$ cat src/rtl/execute_unit.sv
// Curveball execute stage: forwarding muxes, WIDTH-bit ALU, iterative restoring divider, EX/MEM register.
// Optional single-cycle multiplier for opcode A is built only when EXECUTE_MUL_EN is defined.
module execute_unit #(
    parameter int WIDTH    = 16,
    parameter int FWD_SRCS = 2,
    localparam int SELW    = $clog2(FWD_SRCS + 1)
) (
    input  logic                      clk,
    input  logic                      rst,
    input  logic                      stall,
    input  logic                      flush,
    input  logic                      in_valid,
    input  logic [3:0]                alu_op,
    input  logic [WIDTH-1:0]          data_a,
    input  logic [WIDTH-1:0]          data_b,
    input  logic [FWD_SRCS*WIDTH-1:0] fwd_data,
    input  logic [SELW-1:0]           fwd_sel_a,
    input  logic [SELW-1:0]           fwd_sel_b,
    input  logic                      zero_b,
    output logic                      out_valid,
    output logic [WIDTH-1:0]          alu_out,
    output logic [WIDTH-1:0]          remainder,
    output logic [WIDTH-1:0]          data_a_out,
    output logic                      flag,
    output logic                      div_stall
);

    localparam int SHW = $clog2(WIDTH);

    localparam logic [3:0] OP_ADD = 4'h0;
    localparam logic [3:0] OP_SUB = 4'h1;
    localparam logic [3:0] OP_AND = 4'h2;
    localparam logic [3:0] OP_OR  = 4'h3;
    localparam logic [3:0] OP_XOR = 4'h4;
    localparam logic [3:0] OP_SLL = 4'h5;
    localparam logic [3:0] OP_SRL = 4'h6;
    localparam logic [3:0] OP_SRA = 4'h7;
    localparam logic [3:0] OP_SLT = 4'h8;
    localparam logic [3:0] OP_DIV = 4'h9;
`ifdef EXECUTE_MUL_EN
    localparam logic [3:0] OP_MUL = 4'hA;
`endif

    typedef enum logic [1:0] {
        IDLE,
        BUSY,
        DONE
    } div_state_t;

    div_state_t state_q, state_d;

    logic [WIDTH-1:0] op_a, op_b;
    logic [WIDTH-1:0] alu_res;
    logic [WIDTH-1:0] final_res, final_rem;
    logic             div_start;

    logic [WIDTH-1:0] quo_q, rem_q, dsr_q;
    logic [SHW-1:0]   cnt_q;
    logic [WIDTH:0]   partial, diff;
    logic [WIDTH-1:0] rem_next, quo_next;
    logic             quo_bit;

    // Select values beyond the last forwarding source fall back to the register-file operand.
    always_comb begin
        op_a = data_a;
        op_b = data_b;
        for (int k = 0; k < FWD_SRCS; k++) begin
            if (fwd_sel_a == SELW'(k + 1)) op_a = fwd_data[k*WIDTH +: WIDTH];
            if (fwd_sel_b == SELW'(k + 1)) op_b = fwd_data[k*WIDTH +: WIDTH];
        end
        if (zero_b) op_b = '0;
    end

    always_comb begin
        alu_res = '0;
        case (alu_op)
            OP_ADD: alu_res = op_a + op_b;
            OP_SUB: alu_res = op_a - op_b;
            OP_AND: alu_res = op_a & op_b;
            OP_OR:  alu_res = op_a | op_b;
            OP_XOR: alu_res = op_a ^ op_b;
            OP_SLL: alu_res = op_a << op_b[SHW-1:0];
            OP_SRL: alu_res = op_a >> op_b[SHW-1:0];
            OP_SRA: alu_res = $unsigned($signed(op_a) >>> op_b[SHW-1:0]);
            OP_SLT: alu_res = {{(WIDTH-1){1'b0}}, ($signed(op_a) < $signed(op_b))};
`ifdef EXECUTE_MUL_EN
            OP_MUL: alu_res = op_a * op_b;
`endif
            default: alu_res = '0;
        endcase
    end

    // One restoring step: shift the next dividend bit into the partial remainder and try a subtract.
    always_comb begin
        partial  = {rem_q, quo_q[WIDTH-1]};
        diff     = partial - {1'b0, dsr_q};
        quo_bit  = (partial >= {1'b0, dsr_q});
        rem_next = quo_bit ? diff[WIDTH-1:0] : partial[WIDTH-1:0];
        quo_next = {quo_q[WIDTH-2:0], quo_bit};
    end

    always_ff @(posedge clk or negedge rst) begin
        if (!rst) state_q <= IDLE;
        else      state_q <= state_d;
    end

    // Divider control; flush gates div_stall so decode is released in the same cycle.
    always_comb begin
        state_d   = state_q;
        div_start = 1'b0;
        div_stall = 1'b0;
        case (state_q)
            IDLE: begin
                if (in_valid && (alu_op == OP_DIV) && !flush) begin
                    div_start = 1'b1;
                    div_stall = 1'b1;
                    state_d   = (op_b == '0) ? DONE : BUSY;
                end
            end
            BUSY: begin
                div_stall = !flush;
                if (flush)            state_d = IDLE;
                else if (cnt_q == '0) state_d = DONE;
            end
            DONE: begin
                if (flush || !stall) state_d = IDLE;
            end
            default: state_d = IDLE;
        endcase
    end

    always_ff @(posedge clk or negedge rst) begin
        if (!rst) begin
            quo_q <= '0;
            rem_q <= '0;
            dsr_q <= '0;
            cnt_q <= '0;
        end else if (div_start) begin
            dsr_q <= op_b;
            cnt_q <= SHW'(WIDTH - 1);
            if (op_b == '0) begin
                quo_q <= '1;
                rem_q <= op_a;
            end else begin
                quo_q <= op_a;
                rem_q <= '0;
            end
        end else if (state_q == BUSY) begin
            quo_q <= quo_next;
            rem_q <= rem_next;
            cnt_q <= cnt_q - 1'b1;
        end
    end

    assign final_res = (state_q == DONE) ? quo_q : alu_res;
    assign final_rem = (state_q == DONE) ? rem_q : '0;

    // EX/MEM register: flush beats stall, stall beats the divider bubble.
    always_ff @(posedge clk or negedge rst) begin
        if (!rst) begin
            out_valid  <= 1'b0;
            alu_out    <= '0;
            remainder  <= '0;
            data_a_out <= '0;
            flag       <= 1'b0;
        end else if (flush) begin
            out_valid  <= 1'b0;
            alu_out    <= '0;
            remainder  <= '0;
            data_a_out <= '0;
            flag       <= 1'b0;
        end else if (stall) begin
            out_valid  <= out_valid;
        end else if (div_stall) begin
            out_valid  <= 1'b0;
        end else begin
            out_valid  <= in_valid;
            alu_out    <= final_res;
            remainder  <= final_rem;
            data_a_out <= data_a;
            flag       <= (final_res == '0);
        end
    end

endmodule
$ cat config.mk
export PLATFORM = sky130hd
export DESIGN_NAME = execute_unit
export DESIGN_NICKNAME = d
export VERILOG_FILES = /design/src/rtl/execute_unit.sv
export SDC_FILE = /design/constraint.sdc
export NUM_CORES = 1
export LEC_CHECK = 0
export BUFFER_PORTS_ARGS = -buffer_cell sky130_fd_sc_hd__clkbuf_2
export CAP_MARGIN = 5
export CELL_PAD_IN_SITES_DETAIL_PLACEMENT = 1
export CELL_PAD_IN_SITES_GLOBAL_PLACEMENT = 1
export CORE_ASPECT_RATIO = 0.7
export CORE_UTILIZATION = 49
export CTS_BUF_LIST = sky130_fd_sc_hd__clkbuf_4
export DETAILED_ROUTE_END_ITERATION = 8
export PLACE_DENSITY = 0.93
export SLEW_MARGIN = 5
export SYNTH_ARGS = -nofsm -noshare
export SYNTH_HDL_FRONTEND = slang
export SYNTH_SLANG_ARGS = --single-unit
$ cat constraint.sdc
create_clock -name clk -period 5.4 [get_ports clk]
set_input_delay 0.54 -clock clk [delete_from_list [all_inputs] [get_ports clk]]
set_output_delay 0.54 -clock clk [all_outputs]
set_load 0.01 [all_outputs]
==> flow_summary.ini, run 1 <==
[setup_path]
worst_ep_arrival_time_ns = 5.26
cp_slowest_cell = a2111oi_0
slowest_delay_ns = 0.53
cp_cell_sequence = clkbuf_2 -> buf_4 -> mux2i_1 -> mux2i_1 -> ha_1 -> or2_2 -> a2111oi_0 -> buf_4 -> o41a_1 -> a21oi_1 -> a221oi_1 -> o22ai_1 -> o31a_1 -> nor4_1 -> and4bb_1 -> a32o_1
reg2reg_to = rem_q[8]
critPathLaunchType = input pin
r2r-start = rem_q[5]
required_ns = 5.86
cp_top_family = compound AO/OA/AOI/OAI gates
cp_max_fo = 16
crit_type = input pin to flip-flop
worst-path-buf-inv = 3
worst-path-stages = 16
reg2reg_depth = 11
worstSetupEndpointType = flip-flop
crit_path_start = fwd_sel_a[0]
crit_end = flag
r2r_slack_ns = 1.74

[detailed_routing]
num_vias = 12100
wire_per_inst_um = 30.2
routed_wl_um = 51000
wl_met3_um = 6100
wl_met1_um = 20700
top_layer = met5
dr.pass1.iters = 7
viasPerCell = 7.15
drc = 0
drt_iter0_drc = 1452
antenna_left = 0
wl_met2_um = 21900

[synthesis]
async_flop_share_pct = 100
synth_warnings = 0
synth_nets = 1464
syn-cell-area_mm2 = 0.0106
synth-seq-cells = 104
synth-edff-count = 0
ys.flop_type = dfrtp_1
synth_sequential_area_ratio_pct = 24.7
netlist_instances = 1317
ys_types = 83
syn_avg_cell_area_um2 = 8.01

[pwr]
combPwrFrac_pct = 58.0
p_per_area_mw_per_mm2 = 314
power.internal_uw = 1830
seqPwrFrac_pct = 30.4
p_leak_uw = 0.00541
p_sw_uw = 1840
swShare_pct = 50.2
ir_drop_mv = 0.222
p_clk_share_pct = 11.6

[die]
die-area_mm2 = 0.0221
die_y_um = 125
fp.dieW_um = 177
coreArea_mm2 = 0.0209
io_pins = 129
start_util_pct = 50.4
rows = 44

[clock_tree]
clock_sinks = 104
cts_tree = yes
cts-root-buf = clkbuf_4
cts-htree-levels = 3
cts_made_buffers = 9
postCtsSetupBuffers = 0
clk_latency_ns = 0.53
cts.reportedPaths.clkPinSlew_ns = 0.18
hold_buffers = 0
clk_path_buf_depth = 2
cts_resized = 0

[global_route]
track_usage_pct = 46.3
grt_first_pass_wirelength_um = 76700
antenna_found_initial = 1
grt_max_degree = 67
grt_overflow = 0
grt_pass1_vias = 12200

[timing]
slew_viol_final = 0
final-setup-viol-count = 0
relSlewSlack_pct = 19.2
finalClockSkew_ns = 0.0310
finalHoldViolCount = 0
finalCritPeriodShare_pct = 88.7
worst_slack_ns = 0.609
max_freq_mhz = 209
fin_tns_setup_ns = 0
worstMarginPinSlew_ns = 1.21
min_period_ns = 4.79
rsz0062_at_grt = no

[place]
dp_slack_ns = 0.356
dp_cells = 1675
dp_hpwl_um = 39200
postPlaceCellArea_mm2 = 0.0116
place.gp.congestion = 1.05
io_buffers = 128

[layout]
postLayoutCellArea_mm2 = 0.0117
nFillCells = 2565
area_growth_pct = 10.7
final_common_cell = clkbuf_2
layout_common_cells = clkbuf_2, nand2_1, mux2i_1, dfrtp_1, o21ai_0
final_layout_size_suffix_gt1_share_pct = 16.5
antenna_cells = 0
nNetsFinal = 1557
instances_no_fill = 1691

[run_status]
status = complete, no violations

[min_path]
hold_path.class = input pin to async pin

[run]
cap_violations = 0
[power groups by stage]
stage / registers [uW] / logic, uW / clock network, uW
final: 1120 / 2130 / 427
after global routing: 1130 / 2270 / 454
after detailed placement: 1120 / 2030 / 0
after global placement: 1110 / 1910 / 0
after CTS: 1110 / 2060 / 427
after floorplan: 1060 / 1400 / 0
[worst min path at each step]
stage	slack (ns)	endpoint	start
after CTS	0.06	quo_q[4]	rst
after floorplan	0.24	alu_out[0]	rst
after global routing	0.08	dsr_q[14]	rst
after global placement	0.46	data_a_out[7]	data_a_out[7]
final	0.06	remainder[5]	rst
after detailed placement	0.47	alu_out[4]	alu_out[4]
[per-layer routing]
layer	vias up	GRT usage (%)
met5	-	0
met4	2	17.7
met3	168	14.4
met2	842	69.3
met1	5989	61.8
li1	5087	-
[flip-flops by register name, indices dropped and copies added (netlist names)]
| register | count |
|---|---|
| alu_out | 16 |
| data_a_out | 16 |
| dsr_q | 16 |
| quo_q | 16 |
| rem_q | 16 |
| remainder | 16 |
| cnt_q | 4 |
| state_q | 2 |
| flag | 1 |
| out_valid | 1 |
[cells in the mapped netlist (all sizes together) (7+ instances only)]
cell,number,area (um2)
nand2,123,462
mux2i,115,1170
o21ai,111,556
dfrtp,104,2600
a21oi,97,489
nor2,81,307
inv,77,289
ha,66,826
clkbuf,63,236
buf,39,231
nand2b,32,200
a211oi,30,225
a22o,28,245
nor3,27,140
nand3,23,115
o211ai,23,173
nor2b,22,138
a221o,21,210
o22ai,18,113
a22oi,15,113
a31oi,13,81.3
a221oi,12,129
a211o,9,78.8
nor4,9,56.3
xnor2,9,78.8
and3,8,50.1
o311ai,8,70.1
mux2,7,78.8
nand4,7,43.8
o31ai,7,52.6
[metrics by stage]
step                hold slack [ns]  util [%]  total power (uW)
finish                       0.0556      55.9              3670
global route                 0.0817      55.9              3860
CTS                          0.0552      55.9              3590
detailed placement            0.472      55.3              3150
global placement              0.462      55.3              3010
floorplan                     0.244         -              2460
[cell families (layout without fill, tap and decap cells)]
group	count (synthesis)	count (layout)	share of synthesized area, %
buf+inv	180	278	7.21
compound gates	466	466	30.1
mux	122	122	11.9
fa+ha+maj	69	69	8.39
xor+xnor	13	13	1.08
flops	104	104	24.7
simple gates	363	363	16.7
[cell type report]
| type | count | area, um2 | share of cell area, % |
|---|---|---|---|
| timing repair buffer | 184 | 1080 | 9.21 |
| inverter | 78 | 293 | 2.51 |
| clock inverter | 6 | 52.6 | 0.450 |
| multi-input combinational | 1033 | 7240 | 62.0 |
| tap | 276 | 345 | 2.95 |
| clock buffer | 10 | 75.1 | 0.642 |
| sequential | 104 | 2600 | 22.3 |
Note: power is estimated with default switching activity, not from simulation.
==> run 2, diff against run 1 <==
--- a/config.mk
+++ b/config.mk
@@ -10,10 +10,11 @@
 export CELL_PAD_IN_SITES_DETAIL_PLACEMENT = 1
 export CELL_PAD_IN_SITES_GLOBAL_PLACEMENT = 1
 export CORE_ASPECT_RATIO = 0.7
-export CORE_UTILIZATION = 49
+export CORE_UTILIZATION = 46
 export CTS_BUF_LIST = sky130_fd_sc_hd__clkbuf_4
+export CTS_CLUSTER_DIAMETER = 150
 export DETAILED_ROUTE_END_ITERATION = 8
-export PLACE_DENSITY = 0.93
+export PLACE_DENSITY = 0.88
 export SLEW_MARGIN = 5
 export SYNTH_ARGS = -nofsm -noshare
 export SYNTH_HDL_FRONTEND = slang
==> constraint.sdc (replaced) <==
create_clock -name clk -period 4.7 [get_ports clk]
set_input_delay 0.47 -clock clk [delete_from_list [all_inputs] [get_ports clk]]
set_output_delay 0.47 -clock clk [all_outputs]
set_load 0.01 [all_outputs]
==> run 2 against run 1 <==
  * Clock power grew 19%
  * Global-route usage fell by 4.4 points
  * Sequential cell count unchanged
  * Setup slack worse by 0.28 ns
  * Via count fell by 2.1%
  * Die area up 6.4%
  * Clock skew shrank 0.0046 ns
  * Power grew 16%
  * Sequential share of layout area is 0.54 points lower
  * Largest cell class unchanged
==> flow_summary.ini, run 2 (synthesis results as in run 1) <==
[place]
dp_cells = 1736
dp_hpwl_um = 39000
io_buffers = 128
postPlaceCellArea_mm2 = 0.0118
place.gp.congestion = 1.04

[global_route]
grt_max_degree = 75
grt_overflow = 0
track_usage_pct = 41.9
grt_first_pass_wirelength_um = 73700
grt_pass1_vias = 11900
antenna_found_initial = 3

[setup_path]
cp_top_family = compound AO/OA/AOI/OAI gates
worstSetupEndpointType = flip-flop
crit_type = input pin to flip-flop
slowest_delay_ns = 0.75
cp_cell_sequence = clkbuf_2 -> buf_12 -> mux2i_1 -> mux2i_2 -> ha_1 -> or2_2 -> a2111oi_0 -> buf_4 -> o41a_1 -> a21oi_1 -> a221oi_1 -> o22ai_1 -> o31a_1 -> nor4_1 -> and4bb_1 -> a32o_1
cp_max_fo = 11
worst-path-buf-inv = 3
critPathLaunchType = input pin
required_ns = 5.15
cp_slowest_cell = a2111oi_0
worst_ep_arrival_time_ns = 4.81

[die]
coreArea_mm2 = 0.0221
io_pins = 129
start_util_pct = 47.8
die-area_mm2 = 0.0236
die_y_um = 129
rows = 45
fp.dieW_um = 183

[clock_tree]
cts_made_buffers = 9
cts.reportedPaths.clkPinSlew_ns = 0.18
clk_latency_ns = 0.50
cts_resized = 0
hold_buffers = 0
clk_path_buf_depth = 2
cts-root-buf = clkbuf_4
clock_sinks = 104
cts_tree = yes
cts-htree-levels = 3
postCtsSetupBuffers = 0

[timing]
worstMarginPinSlew_ns = 1.03
finalHoldViolCount = 0
fin_hold_ws_ns = 0.0990
fin_tns_setup_ns = 0
min_period_ns = 4.37
slew_viol_final = 0
final-setup-viol-count = 0
max_freq_mhz = 229
rsz0062_at_grt = no
relSlewSlack_pct = 29.5
finalClockSkew_ns = 0.0264
finalCritPeriodShare_pct = 93.0

[detailed_routing]
drt_iter0_drc = 1182
num_vias = 11800
drc = 0
routed_wl_um = 49000
wire_per_inst_um = 27.9
antenna_left = 0
viasPerCell = 6.75
dr.pass1.iters = 5

[pwr]
p_leak_uw = 0.00558
p_per_area_mw_per_mm2 = 354
ir_drop_mv = 0.217

[layout]
area_growth_pct = 13.5
final_layout_size_suffix_gt1_share_pct = 18.5
instances_no_fill = 1753
nNetsFinal = 1589
final_common_cell = clkbuf_2
postLayoutCellArea_mm2 = 0.0120
layout_common_cells = clkbuf_2, nand2_1, mux2i_1, dfrtp_1, o21ai_0

[run]
cap_violations = 0

[min_path]
hold_path.class = input pin to async pin

[run_status]
status = complete, no violations
run 2: changes by cell type in the layout (fill, tap and decap cells not counted), sizes merged:
| cell | delta |
|---|---|
| clkinvlp | -1 |
| clkbuf | -1 |
| buf | +32 |
| bufinv | +1 |
| diode | +1 |
| inv | +1 |
run 2: metrics by stage:
step | utilization (%) | total power, uW | setup WS, ns
floorplan | - | 2820 | 0.0626
global placement | 53.6 | 3520 | 0.0265
detailed placement | 53.6 | 3650 | -0.0318
CTS | 54.3 | 4170 | 0.495
global route | 54.3 | 4470 | 0.149
finish | 54.3 | 4250 | 0.331
run 2: path summary, 6_finish.rpt:
check | endpoint | slack, ns | startpoint | depth (start not counted)
worst max-delay path | flag | 0.33 | fwd_sel_a[0] | 16
worst min-delay path | remainder[13] | 0.1 | rst | 1
worst max register to register | rem_q[14] | 1.29 | quo_q[15] | 14
worst min register to register | alu_out[6] | 0.51 | alu_out[6] | 2
max in group asynchronous | dsr_q[9] | 3.61 | rst | 2
min in group clk | data_a_out[4] | 0.23 | data_a[4] | 3
run 2: routing by layer:
layer  global-route usage (%)  wire length, um  up-vias
met5                        0               46        -
met4                     17.1             1850        6
met3                     14.0             5300      120
met2                     63.3            21000      650
met1                     54.9            20800     5907
li1                         -                -     5148
run 2: area by class of cell:
class	count	area [um2]
multi-input combinational	1033	7230
inverter	78	293
antenna	1	2.50
tap	305	382
sequential	104	2600
timing repair buffer	216	1330
fill	2746	10100
clock buffer	9	67.6
clock inverter	7	77.6
run 2: power breakdown:
| group | internal [uW] | switching (uW) |
|---|---|---|
| logic | 947 | 1520 |
| clock network | 170 | 336 |
| registers | 1070 | 206 |
| total | 2190 | 2060 |
==> run 3, diff against run 2 <==
==> config.mk (replaced) <==
export PLATFORM = sky130hd
export DESIGN_NAME = execute_unit
export DESIGN_NICKNAME = d
export VERILOG_FILES = /design/src/rtl/execute_unit.sv
export SDC_FILE = /design/constraint.sdc
export NUM_CORES = 1
export LEC_CHECK = 0
export CAP_MARGIN = 5
export CELL_PAD_IN_SITES_DETAIL_PLACEMENT = 1
export CELL_PAD_IN_SITES_GLOBAL_PLACEMENT = 1
export CORE_ASPECT_RATIO = 0.7
export CORE_UTILIZATION = 50
export CTS_BUF_LIST = sky130_fd_sc_hd__clkbuf_4
export CTS_CLUSTER_DIAMETER = 150
export DETAILED_ROUTE_END_ITERATION = 8
export DONT_BUFFER_PORTS = 1
export PLACE_DENSITY_LB_ADDON = 0.1
export SLEW_MARGIN = 5
export SYNTH_ARGS = -nofsm -noshare
export SYNTH_HDL_FRONTEND = slang
export SYNTH_SLANG_ARGS = --single-unit
==> run 3 against run 2 <==
  * Clock skew rose by 0.013 ns
  * Count of clock-buffer cells in the layout rose by 1
  * Global-route usage fell by 0.81 points
  * Die area fell by 7.9%
  * Combinational power fell by 9.3%
  * Core utilization fell by 0.99 points
  * Critical path type unchanged
  * Highest routed layer is now met4
  * Maximum frequency rose by 3.3%
  * Worst hold slack got worse by 0.038 ns
  * Final area fell by 7.9%
  * Clock power fell by 6.9%
  * Critical path depth did not move
  * Register-to-register slack got worse by 0.07 ns
  * Critical endpoint unchanged
==> flow_summary.ini, run 3 (synthesis results as in run 1) <==
[min_path]
hold_path.class = input pin to flip-flop

[timing]
finalHoldViolCount = 0
final-setup-viol-count = 0
fin_tns_setup_ns = 0
max_freq_mhz = 236
min_period_ns = 4.23
finalCritPeriodShare_pct = 90.0
finalClockSkew_ns = 0.0392
relSlewSlack_pct = 29.9
slew_viol_final = 0
worstMarginPinSlew_ns = 1.05
rsz0062_at_grt = no

[clock_tree]
cts.reportedPaths.clkPinSlew_ns = 0.18
cts_tree = yes
hold_buffers = 2
cts-htree-levels = 3
clock_sinks = 104
clk_latency_ns = 0.50
postCtsSetupBuffers = 0
cts_made_buffers = 9
cts-root-buf = clkbuf_4
cts_resized = 0
clk_path_buf_depth = 2

[setup_path]
path_common_cell = o311ai_0
cp_max_fo = 43
reg2reg_to = rem_q[15]
slowest_delay_ns = 0.45
critPathLaunchType = input pin
worstSetupEndpointType = flip-flop
r2r-start = rem_q[0]
crit_type = input pin to flip-flop
crit_path_start = fwd_sel_b[1]
worst_ep_arrival_time_ns = 4.63
worst-path-buf-inv = 1
cp_slowest_cell = fa_1
reg2reg_depth = 12
required_ns = 5.10
cp_cell_sequence = xnor2_1 -> a221oi_4 -> nor2_2 -> ha_1 -> inv_1 -> fa_1 -> or2_2 -> a221oi_1 -> o41ai_1 -> o311ai_0 -> o311ai_0 -> o22ai_1 -> o21ai_0 -> a21oi_1 -> and4bb_1 -> a32o_1
crit_end = flag
worst-path-stages = 16
cp_top_family = compound AO/OA/AOI/OAI gates
r2r_slack_ns = 1.22

[layout]
nNetsFinal = 1426
area_growth_pct = 4.52
final_layout_size_suffix_gt1_share_pct = 8.10
layout_common_cells = nand2_1, mux2i_1, dfrtp_1, o21ai_0, a21oi_1
multi_input_area_mm2 = 0.00724
antenna_cells = 0
seq_area_mm2 = 0.00260
nFillCells = 2558
final_common_cell = nand2_1

[die]
io_pins = 129
coreArea_mm2 = 0.0207
die-area_mm2 = 0.0217
fp.dieW_um = 176
start_util_pct = 51.0
rows = 44
die_y_um = 124

[pwr]
p_leak_uw = 0.00484
total_power_uw = 3980
p_per_area_mw_per_mm2 = 360
ir_drop_mv = 0.165

[detailed_routing]
routed_wl_um = 44800
num_vias = 11000
wire_per_inst_um = 28.7
drt_iter0_drc = 1032
viasPerCell = 7.04
dr.pass1.iters = 6
antenna_left = 0
drc = 0

[global_route]
track_usage_pct = 41.0
grt_first_pass_wirelength_um = 66500
antenna_found_initial = 0
grt_pass1_vias = 10700
grt_overflow = 0
grt_max_degree = 105

[run]
cap_violations = 0

[run_status]
status = complete, no violations

[place]
place.gp.congestion = 1.03
io_buffers = 0
dp_hpwl_um = 34400
[run 3: how the worst min path moves through the flow]
| stage | cells past startpoint | slack (ns) | from | endpoint |
|---|---|---|---|---|
| 2_1_floorplan | 0 | 0.17 | rst | alu_out[0] |
| 3_3_place_gp | 0 | 0.18 | rst | remainder[15] |
| 3_5_place_dp | 0 | 0.18 | rst | remainder[5] |
| 4_1_cts | 1 | 0.03 | flush | out_valid |
| 5_1_grt | 1 | 0.04 | flush | out_valid |
| 6_report | 1 | 0.06 | flush | out_valid |
[run 3: layer usage]
layer | GRT usage [%] | wire, um
met1 | 55.5 | 19600
met2 | 60.3 | 18700
met3 | 14.9 | 5150
met4 | 13.6 | 1320
met5 | 0 | 0
[run 3: area by class of cell]
| type | instances | area share [%] |
|---|---|---|
| inverters | 78 | 2.65 |
| clock buffers | 10 | 0.681 |
| well taps | 276 | 3.13 |
| clock inverters | 6 | 0.465 |
| flip-flops and latches | 104 | 23.6 |
| repair buffers | 53 | 3.81 |
| multi-input cells | 1033 | 65.7 |
[run 3: per-stage QoR]
step                instances  instance area (um2)  hold WS [ns]  util (%)  setup slack (ns)
floorplan                1317                10600         0.174         -            0.0626
global placement         1542                10900         0.176      52.5             0.225
detailed placement       1542                10900         0.177      52.5             0.113
CTS                      1560                11000        0.0284      53.3             0.628
global route             1560                11000        0.0432      53.3             0.370
finish                   1560                11000        0.0610      53.3             0.470
[run 3: where the power goes]
group          internal, uW  switching (uW)
Combinational           875            1350
Sequential             1070             206
Clock                   125             347
Total                  2070            1910
